[src/rtl/mem_arbiter.sv]
// Two-port (instruction/data) arbiter onto a single shared memory port.
// One transaction in flight; data port preferred, instruction port protected from starvation.
module mem_arbiter #(
    parameter int STARVE_LIMIT = 4,
    parameter int TIMEOUT      = 255
) (
    input  logic        clk,
    input  logic        rst,

    input  logic        i_req,
    input  logic [31:0] i_addr,
    output logic        i_ack,
    output logic        i_err,
    output logic [31:0] i_rdata,

    input  logic        d_req,
    input  logic        d_we,
    input  logic [31:0] d_addr,
    input  logic [31:0] d_wdata,
    input  logic [3:0]  d_wstrb,
    output logic        d_ack,
    output logic        d_err,
    output logic [31:0] d_rdata,

    output logic        m_req,
    output logic        m_we,
    output logic [31:0] m_addr,
    output logic [31:0] m_wdata,
    output logic [3:0]  m_wstrb,
    input  logic        m_ack,
    input  logic [31:0] m_rdata,
    input  logic        m_err,
    output logic        m_owner,

    output logic [1:0]  o_state
);

    // Handshake: each port holds req (and its fields) until its one-cycle ack;
    // m_req is held until m_ack or the BUSY timeout, whichever comes first.
    typedef enum logic [1:0] {
        S_IDLE = 2'd0,
        S_BUSY = 2'd1,
        S_RESP = 2'd2
    } state_t;

    localparam int            SW         = $clog2(STARVE_LIMIT + 1);
    localparam logic [SW-1:0] STARVE_MAX = SW'(STARVE_LIMIT);
    localparam logic [7:0]    CNT_LAST   = 8'(TIMEOUT - 1);

    state_t        r_state;
    logic [SW-1:0] r_starve;
    logic [7:0]    r_cnt;

    logic          r_i_ack;
    logic          r_i_err;
    logic [31:0]   r_i_rdata;
    logic          r_d_ack;
    logic          r_d_err;
    logic [31:0]   r_d_rdata;
    logic          r_m_req;
    logic          r_m_we;
    logic [31:0]   r_m_addr;
    logic [31:0]   r_m_wdata;
    logic [3:0]    r_m_wstrb;
    logic          r_m_owner;

    logic          w_pick_i;
    logic [31:0]   w_ack_rdata;

    // Instruction wins only when data is absent or the starvation limit is reached.
    assign w_pick_i    = i_req && (!d_req || (r_starve == STARVE_MAX));
    assign w_ack_rdata = r_m_we ? 32'h0 : m_rdata;

    always_ff @(posedge clk) begin
        if (!rst) begin
            r_state   <= S_IDLE;
            r_starve  <= '0;
            r_cnt     <= '0;
            r_i_ack   <= 1'b0;
            r_i_err   <= 1'b0;
            r_i_rdata <= '0;
            r_d_ack   <= 1'b0;
            r_d_err   <= 1'b0;
            r_d_rdata <= '0;
            r_m_req   <= 1'b0;
            r_m_we    <= 1'b0;
            r_m_addr  <= '0;
            r_m_wdata <= '0;
            r_m_wstrb <= '0;
            r_m_owner <= 1'b0;
        end else begin
            case (r_state)
                S_IDLE: begin
                    if (i_req || d_req) begin
                        r_m_req <= 1'b1;
                        r_cnt   <= '0;
                        r_state <= S_BUSY;
                        if (w_pick_i) begin
                            r_m_owner <= 1'b0;
                            r_m_we    <= 1'b0;
                            r_m_addr  <= i_addr;
                            r_m_wdata <= '0;
                            r_m_wstrb <= '0;
                            r_starve  <= '0;
                        end else begin
                            r_m_owner <= 1'b1;
                            r_m_we    <= d_we;
                            r_m_addr  <= d_addr;
                            r_m_wdata <= d_wdata;
                            r_m_wstrb <= d_wstrb;
                            if (!i_req) begin
                                r_starve <= '0;
                            end else if (r_starve != STARVE_MAX) begin
                                r_starve <= r_starve + 1'b1;
                            end
                        end
                    end
                end

                S_BUSY: begin
                    // m_ack takes priority over a timeout landing in the same cycle.
                    if (m_ack) begin
                        r_m_req <= 1'b0;
                        r_state <= S_RESP;
                        if (r_m_owner) begin
                            r_d_ack   <= 1'b1;
                            r_d_err   <= m_err;
                            r_d_rdata <= w_ack_rdata;
                        end else begin
                            r_i_ack   <= 1'b1;
                            r_i_err   <= m_err;
                            r_i_rdata <= w_ack_rdata;
                        end
                    end else if (r_cnt == CNT_LAST) begin
                        r_m_req <= 1'b0;
                        r_state <= S_RESP;
                        if (r_m_owner) begin
                            r_d_ack   <= 1'b1;
                            r_d_err   <= 1'b1;
                            r_d_rdata <= '0;
                        end else begin
                            r_i_ack   <= 1'b1;
                            r_i_err   <= 1'b1;
                            r_i_rdata <= '0;
                        end
                    end else begin
                        r_cnt <= r_cnt + 1'b1;
                    end
                end

                S_RESP: begin
                    r_i_ack   <= 1'b0;
                    r_i_err   <= 1'b0;
                    r_i_rdata <= '0;
                    r_d_ack   <= 1'b0;
                    r_d_err   <= 1'b0;
                    r_d_rdata <= '0;
                    r_state   <= S_IDLE;
                end

                default: r_state <= S_IDLE;
            endcase
        end
    end

    assign i_ack   = r_i_ack;
    assign i_err   = r_i_err;
    assign i_rdata = r_i_rdata;
    assign d_ack   = r_d_ack;
    assign d_err   = r_d_err;
    assign d_rdata = r_d_rdata;
    assign m_req   = r_m_req;
    assign m_we    = r_m_we;
    assign m_addr  = r_m_addr;
    assign m_wdata = r_m_wdata;
    assign m_wstrb = r_m_wstrb;
    assign m_owner = r_m_owner;
    assign o_state = r_state;

endmodule

[config.mk]
export PLATFORM = sky130hd
export DESIGN_NAME = mem_arbiter
export DESIGN_NICKNAME = d
export VERILOG_FILES = /design/src/rtl/mem_arbiter.sv
export SDC_FILE = /design/constraint.sdc
export NUM_CORES = 1
export LEC_CHECK = 0
export ABC_AREA = 1
export CAP_MARGIN = 20
export CORE_MARGIN = 3
export CORE_UTILIZATION = 47
export CTS_BUF_LIST = sky130_fd_sc_hd__clkbuf_2 sky130_fd_sc_hd__clkbuf_4 sky130_fd_sc_hd__clkbuf_8
export DETAILED_ROUTE_END_ITERATION = 10
export PLACE_DENSITY = 0.91
export SYNTH_ARGS = -nofsm -noshare
export SYNTH_HDL_FRONTEND = slang
export SYNTH_SLANG_ARGS = --single-unit
[constraint.sdc]
create_clock -name clk -period 3.9 [get_ports clk]
set_clock_uncertainty 0.15 [all_clocks]
set_input_delay 0.78 -clock clk [delete_from_list [all_inputs] [get_ports clk]]
set_output_delay 0.78 -clock clk [all_outputs]
set_load 0.02 [all_outputs]
## Word-level counts from Yosys, hierarchy flattened

Index checks and enable logic that the tools add are counted.

| storage, ports and cells | value |
|---|---|
| register bits after elaboration | 152 |
| output and inout port bits | 141 |
| logic and storage cells | 93 |

| cells by class | value |
|---|---|
| $add $sub $neg | 2 |
| eq/ne operators | 12 |
| mux-type cells | 49 |
| reductions and logical operators | 15 |

Operator list:

| cell | number |
|---|---|
| 2-to-1 mux 32 bit | 11 |
| case mux 32 bit (2 select lines) | 2 |
| 2-to-1 mux 8 bit | 3 |
| 2-to-1 mux 1 bit | 19 |
| case mux 8 bit (2 select lines) | 1 |
| AND reduction 3 bit | 4 |
| != test 2 bit (second input constant) | 5 |
| case mux 1 bit (2 select lines) | 5 |
| 2-to-1 mux 3 bit | 3 |
| adder 8 x 1 -> 8 bit (second input constant) | 1 |
| == test 8 bit (second input constant) | 1 |
| 2-to-1 mux 2 bit | 3 |
| != test 3 bit (second input constant) | 2 |
| AND reduction 2 bit | 3 |
| 2-to-1 mux 4 bit | 1 |
| case mux 2 bit (2 select lines) | 1 |
| AND reduction 4 bit | 1 |
| nonzero test 2 bit | 2 |
| adder 3 x 1 -> 3 bit (second input constant) | 1 |
| == test 3 bit (second input constant) | 1 |
| != test 3 x 1 -> 1 bit (second input constant) | 1 |
| == test 2 x 1 -> 1 bit (second input constant) | 1 |
| == test 2 bit (second input constant) | 1 |
| logical NOT 2 bit | 1 |
| other kinds (3) | 4 |

## Depth between registers and ports, before layout

Gate-level depths: netlist of the first run.

| depth | value |
|---|---|
| depth in word-level cells | 5 |
| gate-level depth with buffers | 11 |

## Least setup slack after synthesis of the first run

No wires, ideal clock.

| path | value |
|---|---|
| path type | in2reg |
| start point | in i_req |
| end point | reg r_m_wdata[26], in the netlist m_wdata[26] |
| data arrival time | 1.672 ns |
| slack | 1.946 ns |
| stages on the path | 9 |
| cell sequence | buf_2 > o21ai_4 > inv_2 > nand2_2 > inv_2 > buf_6 > buf_6 > nand2_1 > a21oi_1 |

| on the way | value |
|---|---|
| cells in the longest elaborated chain, start to end | 2 |
| elaborated cells between the ends (all ways) | 4 |
| classes of those cells | mux: 1; reduce/logical: 3 |

Ends and longest elaborated chain:

| element | line | RTL |
|---|---|---|
| start: declaration | 10 | `input logic i_req,` |
| logical AND 1 bit or logical OR 1 bit (tied branches) | 71, 94 |  |
| 2-to-1 mux 32 bit or AND reduction 2 bit (tied branches) | n/a |  |
| end signal: assignment | 109 | `r_m_wdata <= d_wdata;` |
| end: declaration | 63 | `logic [31:0] r_m_wdata;` |

Parallel ways exist; a longest one is shown, timed or not.
A chain may end at the register's enable or synchronous reset.

## Worst setup path after layout of the first run

| path | value |
|---|---|
| start point | in d_req |
| end point | reg r_m_addr[19], in the netlist m_addr[19] |

| on the way | value |
|---|---|
| cells in the longest elaborated chain, start to end | 4 |
| elaborated cells between the ends (all ways) | 6 |
| classes of those cells | mux: 1; reduce/logical: 5 |

Ends and longest elaborated chain:

| element | line | RTL |
|---|---|---|
| start: declaration | 16 | `input logic d_req,` |
| logical NOT 1 bit | 71 | `assign w_pick_i = i_req && (!d_req \|\| (r_starve == STARVE_MAX));` |
| logical OR 1 bit | 71 |  |
| logical AND 1 bit | 71 |  |
| 2-to-1 mux 32 bit | 98 | `if (w_pick_i) begin` |
| end signal: assignment | 101 | `r_m_addr <= i_addr;` |
| end signal: assignment | 108 | `r_m_addr <= d_addr;` |
| end: declaration | 62 | `logic [31:0] r_m_addr;` |

Parallel ways exist; a longest one is shown, timed or not.

==> summary.md, run 1 <==
| Metric | Value |
|---|---|
| Status | `finished clean` |
| Die area | `0.0153 mm²` |
| Final Util | `72.3%` |
| P_leak | `4.17 nW` |
| Pint | `3.01 mW` |
| Share of the synthesized area in the top cell type | `46.9%` |
| IO Pins | `280` |
| Logic pwr share | `27.3%` |
| Row cnt | `42` |
| Sw Pwr | `1.35 mW` |
| # diodes | `0` |
| Share of cells above drive strength 1 | `5.26%` |
| Vias | `6854` |
| CP Capture Type | `flop` |
| Pre-antenna DRT Iters | `6` |
| Type of the worst min-delay path | `flop to flop` |
| Syn Nets | `1062` |
| Reg clk slew, reported paths | `80 ps` |
| DR vias/cell | `5.06` |
| Synthesized cell area | `0.00649 mm²` |
| TritonCTS clock tree | `yes` |
| Least-Margin Pin Slew | `1010 ps` |
| Skew-Pair Late Insertion Delay | `450 ps` |
| Main synth FF type | `dfxtp_1` |
| Sequential share of the synthesized area | `46.9%` |
| CP max FO | `32` |
| Synth Register Bits | `152` |
| Initial antenna violation count | `0` |
| Setup TNS | `0 ps` |
| DRC Markers | `0` |
| # hold bufs at CTS | `0` |
| Synth Instances | `916` |
| R2r startpoint | `o_state[1]` |
| Initial drt markers | `472` |
| Worst reg2reg path depth | `8` |
| CTS Buf Count | `17` |
| Area of the multi-input gates | `0.00276 mm²` |
| Max-slew headroom | `32.3%` |
| Peak VDD IR | `0.251 mV` |
| First-pass GRT wire length | `30900 µm` |
| Worst hold path depth | `2` |
| CP Launch Type | `input port` |
| Kind of critical path | `input port to flop` |
| PortBufs | `279` |
| Post-CTS setup buffer count | `0` |
| Layout filler cell count | `997` |
| Core footprint | `0.0134 mm²` |
| Sink Count | `152` |
| Final setup vio count | `0` |
| Largest area contributor in the netlist | `dfxtp_1` |
| Top achievable clock speed | `408 MHz` |
| Fraction of registers with async set/reset | `0%` |
| Number of global-route vias before repair | `6462` |
| Worst hold start | `m_wdata[24]` |
| GRT Util Overall | `25.8%` |
| Placer Congestion | `0.852` |
| Average wire per standard cell | `14.9 µm` |
| Clk root buf | `clkbuf_8` |
| H-tree lvl count | `4` |
| Resize count post-CTS | `0` |
| Die height | `124 µm` |
| Hold Vio Cnt, Final | `0` |
| Final WL | `20200 µm` |
| Max Cap Viol | `0` |
| Period utilisation layout | `62.8%` |
| Reg area | `0.00304 mm²` |
| Net Sw Frac | `31.0%` |
| Area grow syn2layout | `49.2%` |
| Pwr dens | `451 mW/mm²` |
| Fin crit period | `2450 ps` |
| Largest net degree at the start of global routing | `67` |
| Worst EP arrival | `2700 ps` |
| Post-DRT Antenna Nets | `0` |
| Clock Path Buffers | `2` |
| Initial Util | `48.5%` |
| Worst Setup SP | `d_req` |
| Max Slew Vio Count | `0` |
| Final net count | `1312` |
| Final instance area | `0.00969 mm²` |
| Netlist cell types | `27` |
| Top post-synthesis cells by area | `dfxtp_1 (47%), nand2_1 (13%), nor2_1 (10%), inv_1 (5.4%), a21oi_1 (4.8%)` |
| Synth cell count leaders | `nand2_1 (226), nor2_1 (173), dfxtp_1 (152)` |
| Post-synth EDFFs | `0` |
| YS warnings | `0` |
| Avg Inst Size Synth | `7.09 µm²` |
| Die X | `124 µm` |
| Clock power share | `31.3%` |
| DP HPWL | `14500 µm` |
| DP Area | `0.00923 mm²` |
| Total global routing overflow | `0` |
| RSZ-0062 raised after global routing | `false` |
| Flop pwr share | `41.4%` |
| Pwr Total | `4.36 mW` |
| Data required, critical path | `4150 ps` |
| Most frequent cell after synthesis | `nand2_1` |
-- sequential cells by signal (all words and copies together), names as in the netlist --
signal	count
d_rdata	32
i_rdata	32
m_addr	32
m_wdata	32
r_cnt	8
m_wstrb	4
r_starve	3
o_state	2
d_ack	1
d_err	1
i_ack	1
i_err	1
m_owner	1
m_req	1
m_we	1
-- power by group through the flow --
stage / clock network (mW) / logic, mW / registers [mW]
2_1_floorplan: 0 / 0.489 / 2.01
4_1_cts: 1.39 / 1.20 / 1.81
6_report: 1.37 / 1.19 / 1.81
3_5_place_dp: 0 / 1.19 / 1.84
3_3_place_gp: 0 / 1.17 / 1.83
5_1_grt: 1.44 / 1.30 / 1.83
-- stage by stage --
| step | worst slack (ps) | hold slack (ps) | std cells |
|---|---|---|---|
| after detailed placement | 986 | 307 | 1323 |
| after CTS | 1410 | 319 | 1355 |
| after global placement | 1070 | 301 | 1323 |
| after global routing | 1260 | 337 | 1355 |
| after floorplan | 1950 | 311 | 916 |
| final | 1450 | 320 | 1355 |
-- layer usage --
metal  track usage, %  share of wire, %  vias up
met5                0                 0        -
met4             8.86               2.5        0
met3             9.84               9.9       33
met2             45.4                51      307
met1             28.5                37     3151
li1                 -                 -     3363
-- cell usage in the layout, fill, tap and decap left out --
cell type / instances
clkbuf_8: 20
clkinvlp_4: 1
nand2_1: 226
o211ai_1: 32
clkinv_2: 1
o21ai_1: 19
clkbuf_4: 2
o21ai_4: 1
a21oi_1: 62
nand3_4: 1
inv_1: 93
nand3_1: 43
o21ai_0: 28
bufinv_16: 4
buf_4: 7
dfxtp_1: 152
nand2_4: 2
or2_2: 2
clkinv_1: 1
o21ai_2: 1
clkinv_4: 4
a31o_2: 1
a21boi_0: 1
nor3_1: 1
nor2_1: 173
clkdlybuf4s50_1: 278
a21oi_2: 1
inv_2: 4
buf_2: 1
nand4_1: 1
nand2_2: 9
ha_1: 7
-- worst max-delay path: stages --
cell             delay [ps]
clkdlybuf4s50_1         530
nand2_1                 150
nand2_2                  70
inv_1                   740
nand2_1                 130
nand3_1                 120
o211ai_1                 90
inv_1                    70
-- worst paths after layout --
path | end | slack, ps
max | m_addr[19] | 1450
min | m_wdata[24] | 320
max reg2reg | i_rdata[14] | 1450
min reg2reg | m_wdata[24] | 320
-- cell families after synthesis --
logic type	count (synthesis)	synth area share, %
AOI/OAI and AO/OA	146	12.9
adders and majority gates	7	1.35
buffers and inverters	153	10.7
DFF	152	46.9
and+or+nand+nor	458	28.2
-- area by class of cell --
cell class,instances,share of cell area (%)
Tap cell,176,2.27
Clock inverter,10,1.73
Multi-Input combinational cell,611,28.5
Inverter,98,3.80
Timing Repair Buffer,286,29.3
Sequential cell,152,31.4
Clock buffer,22,3.00
(Power assumes the default switching activity.)
==> run 2, diff against run 1 <==
--- a/config.mk
+++ b/config.mk
@@ -8,10 +8,10 @@
 export ABC_AREA = 1
 export CAP_MARGIN = 20
 export CORE_MARGIN = 3
-export CORE_UTILIZATION = 47
+export CORE_UTILIZATION = 40
 export CTS_BUF_LIST = sky130_fd_sc_hd__clkbuf_2 sky130_fd_sc_hd__clkbuf_4 sky130_fd_sc_hd__clkbuf_8
 export DETAILED_ROUTE_END_ITERATION = 10
-export PLACE_DENSITY = 0.91
+export PLACE_DENSITY = 0.82
 export SYNTH_ARGS = -nofsm -noshare
 export SYNTH_HDL_FRONTEND = slang
 export SYNTH_SLANG_ARGS = --single-unit
==> constraint.sdc (replaced) <==
create_clock -name clk -period 2.1 [get_ports clk]
set_clock_uncertainty 0.15 [all_clocks]
set_input_delay 0.42 -clock clk [delete_from_list [all_inputs] [get_ports clk]]
set_output_delay 0.42 -clock clk [all_outputs]
set_load 0.02 [all_outputs]
==> summary.md, run 2 (synthesis gave the netlist of run 1 again) <==
| Metric | Value |
|---|---|
| Final net count | `1336 (was 1312)` |
| CP Launch Type | `flop (was input port)` |
| Pwr dens | `786 mW/mm² (was 451 mW/mm²)` |
| Max Slew Vio Count | `0 (unchanged)` |
| Peak VDD IR | `0.469 mV (was 0.251 mV)` |
| Initial drt markers | `246 (was 472)` |
| Skew-Pair Late Insertion Delay | `440 ps (was 450 ps)` |
| Initial antenna violation count | `1 (was 0)` |
| Worst EP arrival | `1460 ps (was 2700 ps)` |
| First-pass GRT wire length | `31800 µm (was 30900 µm)` |
| H-tree lvl count | `4 (unchanged)` |
| Hold Vio Cnt, Final | `0 (unchanged)` |
| Final setup vio count | `0 (unchanged)` |
| IO Pins | `280 (unchanged)` |
| Largest net degree at the start of global routing | `53 (was 67)` |
| DP HPWL | `15000 µm (was 14500 µm)` |
| Most frequent cells in the layout | `clkdlybuf4s50_1 (272), nand2_1 (226), nor2_1 (173) (was clkdlybuf4s50_1 (278), nand2_1 (226), nor2_1 (173))` |
| # diodes | `0 (unchanged)` |
| Final std cells w/o fill | `1413 (was 1355)` |
| Final Util | `64.2% (was 72.3%)` |
| Initial Util | `41.8% (was 48.5%)` |
| TritonCTS clock tree | `yes (unchanged)` |
| Type of the worst min-delay path | `input port to flop (was flop to flop)` |
| Placer Congestion | `0.848 (was 0.852)` |
| Clk root buf | `clkbuf_8 (unchanged)` |
| Core footprint | `0.0155 mm² (was 0.0134 mm²)` |
| CP max stage cell | `clkdlybuf4s50_1 (was inv_1)` |
| Kind of critical path | `flop to primary output (was input port to flop)` |
| Data required, critical path | `1530 ps (was 4150 ps)` |
| Die X | `133 µm (was 124 µm)` |
| Top achievable clock speed | `494 MHz` |
| Vias | `6655 (was 6854)` |
| Status | `finished clean (unchanged)` |
| Worst reg2reg path depth | `9 (was 8)` |
| Setup TNS | `0 ps (unchanged)` |
| Hold EP | `i_rdata[0] (was m_wdata[24])` |
| Number of global-route vias before repair | `6257 (was 6462)` |
| Fin crit period | `2030 ps` |
| Final WL | `20200 µm (about the same)` |
| CP bufs+invs | `1 (was 3)` |
| Setup WS pre-CTS | `-146 ps (was 986 ps)` |
| Post-route setup slack | `73.8 ps (was 1450 ps)` |
| Share of cells above drive strength 1 | `7.24% (was 5.26%)` |
| Max Cap Viol | `0 (unchanged)` |
| PortBufs | `279 (unchanged)` |
| Least-Margin Pin Slew | `419 ps (was 1010 ps)` |
| Commonest non-fill, non-tap cell in the layout | `clkdlybuf4s50_1 (unchanged)` |
| Die area | `0.0178 mm² (was 0.0153 mm²)` |
| Post-DRT Antenna Nets | `0 (unchanged)` |
| Pre-antenna DRT Iters | `4 (was 6)` |
| Layout filler cell count | `1383 (was 997)` |
| Average wire per standard cell | `14.3 µm (was 14.9 µm)` |
| P_leak | `4.37 nW (was 4.17 nW)` |
| Area grow syn2layout | `53.7% (was 49.2%)` |
| DRC Markers | `0 (unchanged)` |
| CP Capture Type | `primary output (was flop)` |
| Worst hold path depth | `3 (was 2)` |
| Row cnt | `45 (was 42)` |
| RSZ-0062 raised after global routing | `false (unchanged)` |
| Cell-by-cell trace of the critical path | `clkdlybuf4s50_1 (was clkdlybuf4s50_1 -> nand2_1 -> nand2_2 -> inv_1 -> nand2_1 -> nand3_1 -> o211ai_1 -> inv_1)` |
| Period utilisation layout | `96.5%` |
| Post-CTS setup buffer count | `0 (unchanged)` |
| Pwr Total | `7.84 mW (was 4.36 mW)` |
| Clock Path Buffers | `2 (unchanged)` |
| CP max FO | `3 (was 32)` |
| CTS Buf Count | `17 (unchanged)` |
| DR vias/cell | `4.71 (was 5.06)` |
| Placed cells | `1382 (was 1323)` |
| Slowest stage delay, CP | `650 ps (was 740 ps)` |
| Critical path depth in cells | `1 (was 8)` |
| Top delay family on crit path | `buffers and inverters (unchanged)` |
| R2r startpoint | `o_state[1] (unchanged)` |
| Reg2reg end | `i_rdata[19] (was i_rdata[14])` |
| Die height | `133 µm (was 124 µm)` |
| Flop2flop setup slack | `220 ps (was 1450 ps)` |
| Worst hold start | `rst (was m_wdata[24])` |
| GRT Util Overall | `22.2% (was 25.8%)` |
| Max-slew headroom | `72.1% (was 32.3%)` |
| Reg clk slew, reported paths | `90 ps (was 80 ps)` |
| Total global routing overflow | `0 (unchanged)` |
| Sink Count | `152 (unchanged)` |
run 2: cell count changes in the layout (fill, tap and decap cells not counted), moves of 3 or more:
cell and change:
buf_12 +11, buf_4 +13, bufinv_16 -3, clkdlybuf4s50_1 -6, dlygate4sd2_1 +3, dlymetal6s2s_1 +3, inv_4 +3
run 2: worst register-to-register path, cell delays in order, from the launching register on:
cell and delay, ps:
dfxtp_2 370, inv_1 60, ha_1 260, nand2_1 120, inv_1 80, a21oi_2 160, nand2_4 170, buf_12 200
o21ai_1 160, nor2_1 50
run 2: worst max-delay path by stage:
stage	start	endpoint	slack, ps
floorplan	o_state[1]	d_rdata[0]	230
detailed placement	d_req	r_starve[1]	-150
finish	m_we	m_we	70
CTS	d_ack	d_ack	4
global route	m_we	m_we	10
global placement	d_req	r_starve[1]	-80
run 2: final cells by class:
type / count / area (µm²) / share of cell area (%)
repair buffers: 310 / 3160 / 31.7
well taps: 211 / 264 / 2.65
clock buffers: 21 / 277 / 2.77
clock inverters: 10 / 95.1 / 0.953
flip-flops and latches: 152 / 3040 / 30.5
inverters: 98 / 375 / 3.76
multi-input cells: 611 / 2760 / 27.7
run 2: through the flow:
| step | instance area [µm²] | hold WS (ps) |
|---|---|---|
| after global routing | 9980 | 264 |
| after detailed placement | 9590 | 303 |
| after floorplan | 6490 | 311 |
| final | 9980 | 256 |
| after global placement | 9590 | 300 |
| after CTS | 9960 | 239 |
run 2: repair_timing:
| action | in CTS | in global routing |
|---|---|---|
| pin swaps | 0 | 0 |
| gates resized for setup | 4 | 10 |
| setup endpoints to repair | 4 | 47 |
| hold buffers | 0 | 0 |
| endpoints found under the hold margin | 0 | 0 |
run 2: layer usage:
| layer | GRT usage [%] | vias up | part of all wire [%] |
|---|---|---|---|
| li1 | - | 3405 | - |
| met1 | 26.3 | 2990 | 41 |
| met2 | 38.5 | 239 | 49 |
| met3 | 7.67 | 19 | 8.7 |
| met4 | 5.31 | 2 | 1.2 |
| met5 | 0 | - | 0.064 |
run 2: report_power, final:
| group | switching [mW] | internal [mW] | leakage (nW) | total, mW |
|---|---|---|---|---|
| clock network | 1.12 | 1.02 | 0.189 | 2.14 |
| logic | 1.25 | 1.11 | 2.93 | 2.35 |
| registers | 0.166 | 3.18 | 1.25 | 3.35 |
